===== src/rtl/mem_arb_pkg.sv =====
// Shared types and sizing helpers for the unified-memory arbiter.
package mem_arb_pkg;

   localparam int ADDR_W_DEF = 16;
   localparam int DATA_W_DEF = 16;
   localparam int STAT_W     = 16;

   typedef enum logic {
      CPU_OWN = 1'b0,
      DMA_OWN = 1'b1
   } arb_state_e;

   // Bits needed to hold 0 .. limit-1 (at least one bit).
   function automatic int cnt_w(input int limit);
      return (limit <= 1) ? 1 : $clog2(limit);
   endfunction

endpackage


===== src/rtl/mem_arb_sat_counter.sv =====
// Up-counter that sticks at all-ones; clear has priority over increment.
module mem_arb_sat_counter #(
   parameter int WIDTH = 4
) (
   input  logic             clk,
   input  logic             rst,
   input  logic             clr,
   input  logic             inc,
   output logic [WIDTH-1:0] value
);

   logic sat;

   assign sat = &value;

   always_ff @(posedge clk) begin
      if (rst || clr) begin
         value <= '0;
      end else if (inc && !sat) begin
         value <= value + WIDTH'(1);
      end
   end

endmodule


===== src/rtl/mem_arbiter.sv =====
// Single-port memory arbiter: CPU owns the port by default, DMA gets bounded bursts.
// Optional ARB_STATS_EN adds saturating stall / DMA-word counters.
module mem_arbiter
   import mem_arb_pkg::*;
#(
   parameter int ADDR_W       = ADDR_W_DEF,
   parameter int DATA_W       = DATA_W_DEF,
   parameter int MAX_BURST    = 8,
   parameter int STARVE_LIMIT = 4
) (
   input  logic              clk,
   input  logic              rst,
   input  logic [ADDR_W-1:0] cpuMemAddr,
   input  logic              cpuMemRe,
   input  logic              cpuMemWe,
   input  logic [DATA_W-1:0] cpuWData,
   output logic [DATA_W-1:0] cpuRData,
   output logic              cpuStall,
   input  logic              dmaReq,
   input  logic              dmaWe,
   input  logic              dmaLast,
   input  logic [ADDR_W-1:0] dmaAddr,
   input  logic [DATA_W-1:0] dmaWData,
   output logic              dmaGnt,
   output logic              dmaAck,
   output logic [DATA_W-1:0] dmaRData,
   output logic [ADDR_W-1:0] memAddr,
   output logic              memRe,
   output logic              memWe,
   output logic [DATA_W-1:0] memWBus,
   input  logic [DATA_W-1:0] memRBus,
`ifdef ARB_STATS_EN
   output logic [STAT_W-1:0] statCpuStall,
   output logic [STAT_W-1:0] statDmaWords,
`endif
   output arb_state_e        dbg_state
);

   localparam int BW = cnt_w(MAX_BURST);
   localparam int SW = cnt_w(STARVE_LIMIT);
   localparam logic [BW-1:0] BURST_LAST  = BW'(MAX_BURST - 1);
   localparam logic [SW-1:0] STARVE_LAST = SW'(STARVE_LIMIT - 1);

   arb_state_e    state;
   arb_state_e    state_nxt;
   logic          cpu_act;
   logic          burst_cap;
   logic          starve_hit;
   logic          enter_dma;
   logic          leave_dma;
   logic          burst_inc;
   logic          burst_clr;
   logic          starve_inc;
   logic [BW-1:0] burst_cnt;
   logic [SW-1:0] starve_cnt;

   assign cpu_act    = cpuMemRe | cpuMemWe;
   assign burst_cap  = (burst_cnt == BURST_LAST);
   assign starve_hit = (starve_cnt == STARVE_LAST);

   // A forced entry still lets the in-flight CPU access finish this cycle.
   assign enter_dma = (state == CPU_OWN) && dmaReq && (!cpu_act || starve_hit);
   assign leave_dma = (state == DMA_OWN) && (!dmaReq || dmaLast || burst_cap);

   assign burst_inc  = (state == DMA_OWN) && !leave_dma;
   assign burst_clr  = (state == CPU_OWN) || leave_dma;
   assign starve_inc = (state == CPU_OWN) && dmaReq && cpu_act && !enter_dma;

   assign dmaGnt    = (state == DMA_OWN);
   assign dbg_state = state;

   always_ff @(posedge clk) begin
      if (rst) begin
         state <= CPU_OWN;
      end else begin
         state <= state_nxt;
      end
   end

   always_comb begin
      state_nxt = state;
      case (state)
         CPU_OWN: if (enter_dma) state_nxt = DMA_OWN;
         DMA_OWN: if (leave_dma) state_nxt = CPU_OWN;
      endcase
   end

   always_comb begin
      memAddr  = cpuMemAddr;
      memRe    = cpuMemRe;
      memWe    = cpuMemWe;
      memWBus  = cpuWData;
      cpuRData = memRBus;
      cpuStall = 1'b0;
      dmaAck   = 1'b0;
      dmaRData = '0;
      if (state == DMA_OWN) begin
         memAddr  = dmaAddr;
         memRe    = dmaReq & ~dmaWe;
         memWe    = dmaReq & dmaWe;
         memWBus  = dmaWData;
         cpuRData = '0;
         cpuStall = cpu_act;
         dmaAck   = dmaReq;
         dmaRData = memRBus;
      end
      // Reset quiesces the memory strobes and abandons any partial burst.
      if (rst) begin
         memRe    = 1'b0;
         memWe    = 1'b0;
         cpuStall = 1'b0;
         dmaAck   = 1'b0;
      end
   end

   mem_arb_sat_counter #(.WIDTH(BW)) u_burst_cnt (
      .clk   (clk),
      .rst   (rst),
      .clr   (burst_clr),
      .inc   (burst_inc),
      .value (burst_cnt)
   );

   mem_arb_sat_counter #(.WIDTH(SW)) u_starve_cnt (
      .clk   (clk),
      .rst   (rst),
      .clr   (!starve_inc),
      .inc   (starve_inc),
      .value (starve_cnt)
   );

`ifdef ARB_STATS_EN
   mem_arb_sat_counter #(.WIDTH(STAT_W)) u_stat_stall (
      .clk   (clk),
      .rst   (rst),
      .clr   (1'b0),
      .inc   (cpuStall),
      .value (statCpuStall)
   );

   mem_arb_sat_counter #(.WIDTH(STAT_W)) u_stat_words (
      .clk   (clk),
      .rst   (rst),
      .clr   (1'b0),
      .inc   (dmaAck),
      .value (statDmaWords)
   );
`endif

   // Control never issues read and write together.
   always_ff @(posedge clk) begin
      if (!rst) begin
         assert (!(cpuMemRe && cpuMemWe));
      end
   end

endmodule


===== config.mk =====
export PLATFORM = sky130hd
export DESIGN_NAME = mem_arbiter
export DESIGN_NICKNAME = d
export VERILOG_FILES = /design/src/rtl/mem_arb_pkg.sv /design/src/rtl/mem_arb_sat_counter.sv /design/src/rtl/mem_arbiter.sv
export SDC_FILE = /design/constraint.sdc
export NUM_CORES = 1
export LEC_CHECK = 0
export CAP_MARGIN = 20
export CORE_ASPECT_RATIO = 0.9
export CORE_MARGIN = 2
export CORE_UTILIZATION = 23
export DETAILED_ROUTE_END_ITERATION = 8
export MAX_ROUTING_LAYER = met4
export PLACE_DENSITY = 0.86
export REMOVE_ABC_BUFFERS = 1
export SLEW_MARGIN = 20
export SYNTH_ARGS = -nofsm -noshare
export SYNTH_HDL_FRONTEND = slang
export SYNTH_SLANG_ARGS = --single-unit

===== constraint.sdc =====
create_clock -name clk -period 3.2 [get_ports clk]
set_input_delay 0.8 -clock clk [delete_from_list [all_inputs] [get_ports clk]]
set_output_delay 0.8 -clock clk [all_outputs]
set_load 0.1 [all_outputs]

==> summary.md, run 1 <==
| Metric | Value |
|---|---|
| R2R Setup Slk | `1910 ps` |
| NetSw | `0.476 mW` |
| Final WS setup | `403 ps` |
| Die Ht | `64.1 um` |
| Largest stage delay, worst path | `510 ps` |
| Final Util | `0.853` |
| Global-route wire length before repair | `7040 um` |
| Capturing point of the worst reg2reg path | `u_starve_cnt.value[1]$_SDFFE_PP0P_` |
| TritonCTS buffer count | `3` |
| # diodes | `0` |
| Initial core utilization | `0.244` |
| Nets | `343` |
| Critical-path cell list | `clkdlybuf4s50_1 -> nor2_1 -> nor3b_1 -> buf_12` |
| Core area | `3780 sq um` |
| Post-CTS Setup Repair Bufs | `0` |
| Rel. slew slack | `0.595` |
| Final hold slack | `430 ps` |
| Max Freq | `0.358 GHz` |
| Synth Flop Type | `dfxtp_1` |
| Avg WL per Cell | `15.8 um` |
| Comb pwr share | `0.795` |
| Sequential share of power | `0.087` |
| Setup TNS | `0 ps` |
| Crit share post-route | `0.874` |
| Pwr per Cell Area | `291 nW/um^2` |
| Syn_area_per_cell | `9.22 sq um` |
| Antenna violations before repair | `0` |
| Crit path capture type | `output pin` |
| Vias | `1328` |
| IO Pins | `157` |
| Count of final hold-check violations | `0` |
| Post-route DRC | `0` |
| Die Wd | `70.7 um` |
| Worst flop-to-flop path startpoint | `dbg_state$_SDFF_PP0_` |
| GRT Total Usage | `0.206` |
| P_int | `0.465 mW` |
| PostCTS Resize Cnt | `0` |
| Status | `complete, no violations` |
| HPWL Detailed | `4260 um` |
| Startpoint types | `input port` |
| Post-Syn Area | `922 sq um` |
| VDD IR-drop max | `0.171 mV` |
| Final count of pins violating max slew | `0` |
| Antenna viol nets, final | `0` |
| Clk sinks | `6` |
| Max-capacitance violation count | `0` |
| Leading post-synthesis cells by cell area | `mux2_2 (39%), dfxtp_1 (13%), and2_1 (11%)` |
| Std-Cell Rows | `21` |
| Htree depth | `1` |
| Slowest CP cell | `clkdlybuf4s50_1` |
| Clock root cell | `clkbuf_8` |
| FFs w/ async S/R, synth | `0` |
| Top-count cell post-synth | `mux2_2` |
| CP Class | `input port to output pin` |
| CTS tree | `done` |
| Crit path max-delay family | `buffers and inverters` |
| CP Depth | `4` |
| Crit path buf inv count | `2` |
| Post-synth cell types | `24` |
| Vias in the first global route | `1454` |
| Clock power share | `0.118` |
| Grt ovf | `0` |
| Number of I/O port buffers | `156` |
| Worst hold-check path type | `register to register` |
| Vias/cell | `4.47` |
| Sequential area share after synthesis | `0.130` |
| Setup crit end | `cpuStall` |
| Warnings from Yosys | `0` |
| Hold path startpoint | `u_burst_cnt.value[0]$_SDFFE_PP0P_` |
| Skew final | `0.976 ps` |
| Max FO, Critical Path | `3` |
| Fillers | `184` |
| Worst r2r path cells | `2` |
| Largest net degree at the start of global routing | `45` |
| GPL Wtd Cong | `0.811` |
| Layout area overhead | `250%` |
| Leading area contributor after synthesis | `mux2_2` |
| First DRT Iteration DRCs | `41` |
| Placed insts | `294` |
| Die area | `4530 sq um` |
| Final Power | `0.941 mW` |
| Final setup viols | `0` |
| Post-Route WL | `4700 um` |
| Layout cells sized above 1 | `0.446` |
| Final min period | `2800 ps` |
| Post-CTS Hold Buffers | `0` |
| Worst EP required | `2400 ps` |
| Worst hold path depth | `1` |
| Pre-CTS WS | `397 ps` |
| Area post-placement | `3190 sq um` |
| Post-Synthesis Cells | `100` |
| Synth Register Bits | `6` |
| Worst Path Arrival | `2000 ps` |
| Post-synth EDFFs | `0` |
| Sw Ratio | `0.506` |
| Clock Latency Late Sink | `220 ps` |
| Critical Path Source | `cpuMemRe` |
| First-pass iteration count of the detailed router | `2` |
| Design area | `3230 sq um` |
| Clock Tree Buf Depth | `2` |
| Most frequent cells after synthesis | `mux2_2 (32), and2_1 (16), nor2b_1 (16), dfxtp_1 (6)` |
| Worst-Margin Slew | `608 ps` |
| Clock slew at reported path FFs | `30 ps` |
| RSZ-0062 raised after global routing | `no` |
| Non-filler cells, final | `297` |
| Leakage | `1.32 nW` |
| Post-synth top area share | `0.391` |
layer usage:
layer,up-vias,GRT usage,wire length (um),share of wire
li1,653,-,-,-
met1,582,0.208,1620,0.35
met2,83,0.388,2590,0.55
met3,10,0.0410,329,0.070
met4,0,0.0802,148,0.032
met5,-,-,0,0
layout make-up:
type                            instances  area (sq um)  area share
Timing Repair Buffer                  157          2260       0.699
Tap cell                               46          57.6      0.0178
Clock buffer                            3          41.3      0.0128
Multi-Input combinational cell         84           746       0.231
Sequential cell                         6           121      0.0376
Inverter                                1          3.75     0.00116
cells by family after synthesis:
| kind of cell | Yosys count | share of synthesized area |
|---|---|---|
| adders and majority gates | 3 | 0.0407 |
| and+or+nand+nor | 45 | 0.346 |
| AOI/OAI and AO/OA | 4 | 0.0312 |
| buffers and inverters | 10 | 0.0610 |
| muxes | 32 | 0.391 |
| DFF | 6 | 0.130 |
power groups by stage:
stage | combinational (mW) | sequential [mW] | clock, mW
3_3_place_gp | 0.743 | 0.0826 | 0
2_1_floorplan | 0.404 | 0.0908 | 0
4_1_cts | 0.752 | 0.0816 | 0.114
3_5_place_dp | 0.751 | 0.0826 | 0
5_1_grt | 0.766 | 0.0821 | 0.119
6_report | 0.748 | 0.0816 | 0.111
flip-flops by register name, summed over array words and instances (netlist names):
signal              count
dbg_state               1
u_burst_cnt.value       3
u_starve_cnt.value      2
cells in the final DEF (no fill, tap or decap):
master | netlist | routed
nand3_1 | 1 | 1
dfxtp_2 | 0 | 1
nand2b_1 | 2 | 2
nand3b_2 | 1 | 1
buf_4 | 2 | 2
and2_1 | 16 | 16
or3b_4 | 1 | 1
clkbuf_8 | 0 | 3
clkdlybuf4s50_1 | 0 | 86
nor4_1 | 1 | 1
dfxtp_1 | 6 | 5
o32ai_1 | 1 | 1
nor4b_4 | 1 | 1
mux2_2 | 32 | 32
nor2b_1 | 16 | 16
o21ba_2 | 1 | 1
inv_1 | 1 | 1
buf_12 | 0 | 69
nand3b_1 | 1 | 1
nor4b_1 | 2 | 2
a21oi_1 | 2 | 2
nor4_2 | 1 | 1
ha_1 | 3 | 3
nor2_1 | 1 | 1
nor3b_1 | 1 | 1
worst min-delay path by stage:
stage / end / slack [ps]
after floorplan: u_burst_cnt.value[0]$_SDFFE_PP0P_ / 400
after global placement: u_burst_cnt.value[0]$_SDFFE_PP0P_ / 420
after detailed placement: u_starve_cnt.value[0]$_SDFFE_PP0P_ / 430
after CTS: u_burst_cnt.value[0]$_SDFFE_PP0P_ / 440
after global routing: u_burst_cnt.value[0]$_SDFFE_PP0P_ / 460
final: u_burst_cnt.value[0]$_SDFFE_PP0P_ / 430
Power figures use the tool's default switching activity.
==> run 2: changes to the inputs <==
--- a/config.mk
+++ b/config.mk
@@ -8,10 +8,11 @@
 export CAP_MARGIN = 20
 export CORE_ASPECT_RATIO = 0.9
 export CORE_MARGIN = 2
-export CORE_UTILIZATION = 23
+export CORE_UTILIZATION = 19
 export DETAILED_ROUTE_END_ITERATION = 8
+export HOLD_SLACK_MARGIN = 0.06
 export MAX_ROUTING_LAYER = met4
-export PLACE_DENSITY = 0.86
+export PLACE_DENSITY = 0.76
 export REMOVE_ABC_BUFFERS = 1
 export SLEW_MARGIN = 20
 export SYNTH_ARGS = -nofsm -noshare
==> constraint.sdc (replaced) <==
create_clock -name clk -period 2.5 [get_ports clk]
set_input_delay 0.625 -clock clk [delete_from_list [all_inputs] [get_ports clk]]
set_output_delay 0.625 -clock clk [all_outputs]
set_load 0.1 [all_outputs]
==> run 2 against run 1 <==
Effect of this change:
- setup slack worse by 300 ps
- critical endpoint unchanged
- clock power up 31%
- largest cell class unchanged
- design area up 2.0%
- largest power group unchanged
==> summary.md, run 2 (same netlist as run 1, synthesis figures left out) <==
| Metric | Value |
|---|---|
| Setup TNS | `0 ps (unchanged)` |
| Count of final hold-check violations | `0 (unchanged)` |
| Antenna violations before repair | `0 (unchanged)` |
| Worst EP required | `1880 ps (-520 ps)` |
| GRT Total Usage | `0.170 (-0.0363)` |
| Number of I/O port buffers | `156 (unchanged)` |
| Reg with most FFs | `u_burst_cnt.value` |
| Largest stage delay, worst path | `500 ps (about the same)` |
| Global-route wire length before repair | `7070 um (+0.40%)` |
| Crit path capture type | `output pin` |
| Htree depth | `1 (unchanged)` |
| RSZ-0062 raised after global routing | `no` |
| Die Wd | `77.4 um (+9.5%)` |
| Hold path startpoint | `u_burst_cnt.value[0]$_SDFFE_PP0P_` |
| Worst flop-to-flop path startpoint | `dbg_state$_SDFF_PP0_` |
| Post-Route WL | `4440 um (-5.3%)` |
| Clock Tree Buf Depth | `2 (unchanged)` |
| Final Util | `0.694 (-0.159)` |
| Sequential share of power | `0.082 (-0.005)` |
| Sw Ratio | `0.505 (-0.00103)` |
| NetSw | `0.611 mW (+28%)` |
| Critical-path cell list | `clkdlybuf4s50_1 -> nor2_1 -> nor3b_1 -> buf_12` |
| Worst Path Arrival | `1770 ps (-230 ps)` |
| Max Freq | `0.417 GHz` |
| Slowest CP cell | `clkdlybuf4s50_1` |
| Max-capacitance violation count | `0 (unchanged)` |
| Layout cells sized above 1 | `0.451 (+0.00438)` |
| Die area | `5430 sq um (+20%)` |
| Antenna viol nets, final | `0 (unchanged)` |
| Final setup viols | `0 (unchanged)` |
| CTS tree | `done` |
| GPL Wtd Cong | `0.724 (-11%)` |
| Core area | `4740 sq um (+25%)` |
| Nets | `345 (+0.58%)` |
| Avg WL per Cell | `14.0 um (-12%)` |
| Post-CTS Hold Buffers | `0 (unchanged)` |
| Layout area overhead | `257%` |
| Std-Cell Rows | `24 (+14%)` |
| Clock root cell | `clkbuf_8` |
| Clock power share | `0.120 (+0.002)` |
| Crit share post-route | `0.959` |
| Clock Latency Late Sink | `220 ps (about the same)` |
| Vias/cell | `4.14 (-7.3%)` |
| Largest net degree at the start of global routing | `51 (+13%)` |
| End of the worst hold path | `u_burst_cnt.value[0]$_SDFFE_PP0P_` |
| R2R Setup Slk | `1230 ps (-680 ps)` |
| Max reg flops | `3 (unchanged)` |
| Most frequent cells in the layout | `clkdlybuf4s50_1 (86), buf_12 (71), mux2_2 (32), and2_1 (16), nor2b_1 (16)` |
| Capturing point of the worst reg2reg path | `u_starve_cnt.value[1]$_SDFFE_PP0P_` |
| Final count of pins violating max slew | `0 (unchanged)` |
| PostCTS Resize Cnt | `0 (unchanged)` |
| VDD IR-drop max | `0.251 mV (+47%)` |
| Final min period | `2400 ps` |
| Leakage | `1.34 nW (+1.2%)` |
| Pwr per Cell Area | `368 nW/um^2 (+26%)` |
| Grt ovf | `0 (unchanged)` |
| Vias | `1318 (-0.75%)` |
| Commonest non-fill, non-tap cell in the layout | `clkdlybuf4s50_1` |
| Worst r2r path cells | `3 (+1)` |
| # diodes | `0 (unchanged)` |
| Clock slew at reported path FFs | `40 ps (about the same)` |
| Clk sinks | `6 (unchanged)` |
| Comb pwr share | `0.797 (+0.002)` |
| P_int | `0.599 mW (+29%)` |
| Initial core utilization | `0.194 (-0.0494)` |
| First-pass iteration count of the detailed router | `4 (+2)` |
| Startpoint types | `input port` |
| Max FO, Critical Path | `3 (unchanged)` |
| Critical Path Source | `cpuMemRe` |
| Vias in the first global route | `1422 (-2.2%)` |
| Die Ht | `70.1 um (+9.4%)` |
| Skew final | `1.78 ps (+0.800 ps)` |
| Post-route DRC | `0 (unchanged)` |
| Fillers | `362 (+97%)` |
| Post-CTS Setup Repair Bufs | `0 (unchanged)` |
| CP Class | `input port to output pin` |
| TritonCTS buffer count | `3 (unchanged)` |
| IO Pins | `157 (unchanged)` |
| Worst hold path depth | `1 (unchanged)` |
| HPWL Detailed | `4030 um (-5.5%)` |
| Worst-Margin Slew | `385 ps (-223 ps)` |
| First DRT Iteration DRCs | `22 (-46%)` |
| Worst hold-check path type | `register to register` |
| Status | `complete, no violations` |
| Rel. slew slack | `0.743 (+0.148)` |
## run 2: how the worst max path moves through the flow
stage                     cells past startpoint        to
after CTS                                     4  cpuStall
after global placement                        4  cpuStall
final                                         4  cpuStall
after global routing                          4  cpuStall
after floorplan                               1  cpuStall
after detailed placement                      4  cpuStall
## run 2: stage by stage
step	power, mW	instances	cell area (sq um)	hold slack (ps)	worst slack, ps
2_1_floorplan	0.633	91	870	404	-3190
3_3_place_gp	1.06	315	3250	417	112
3_5_place_dp	1.07	315	3250	428	102
4_1_cts	1.22	318	3290	433	85.4
5_1_grt	1.24	318	3290	455	40.6
6_report	1.21	318	3290	432	104
## run 2: worst max-delay path: cells and delay by family
kind / cells / cell delay [ps]
buf+inv: 2 / 730
simple gates: 2 / 420
## run 2: layout make-up
class | count | area (sq um) | share of cell area
inverter | 1 | 3.75 | 0.00114
clock buffer | 3 | 41.3 | 0.0125
tap | 65 | 81.3 | 0.0247
multi-input combinational | 84 | 746 | 0.227
timing repair buffer | 159 | 2300 | 0.698
sequential | 6 | 121 | 0.0369
## run 2: power groups by stage
stage	Sequential (mW)	Clock, mW	Combinational, mW
detailed placement	0.101	0	0.970
CTS	0.0998	0.151	0.972
finish	0.0999	0.145	0.965
global route	0.100	0.154	0.991
floorplan	0.116	0	0.517
global placement	0.101	0	0.963
## run 2: metal layers
layer,vias to the layer above,track usage,wire (um)
met3,6,0.0478,367
met2,77,0.336,2610
met1,578,0.164,1440
met4,0,0.0278,25
li1,657,-,-
met5,-,-,0
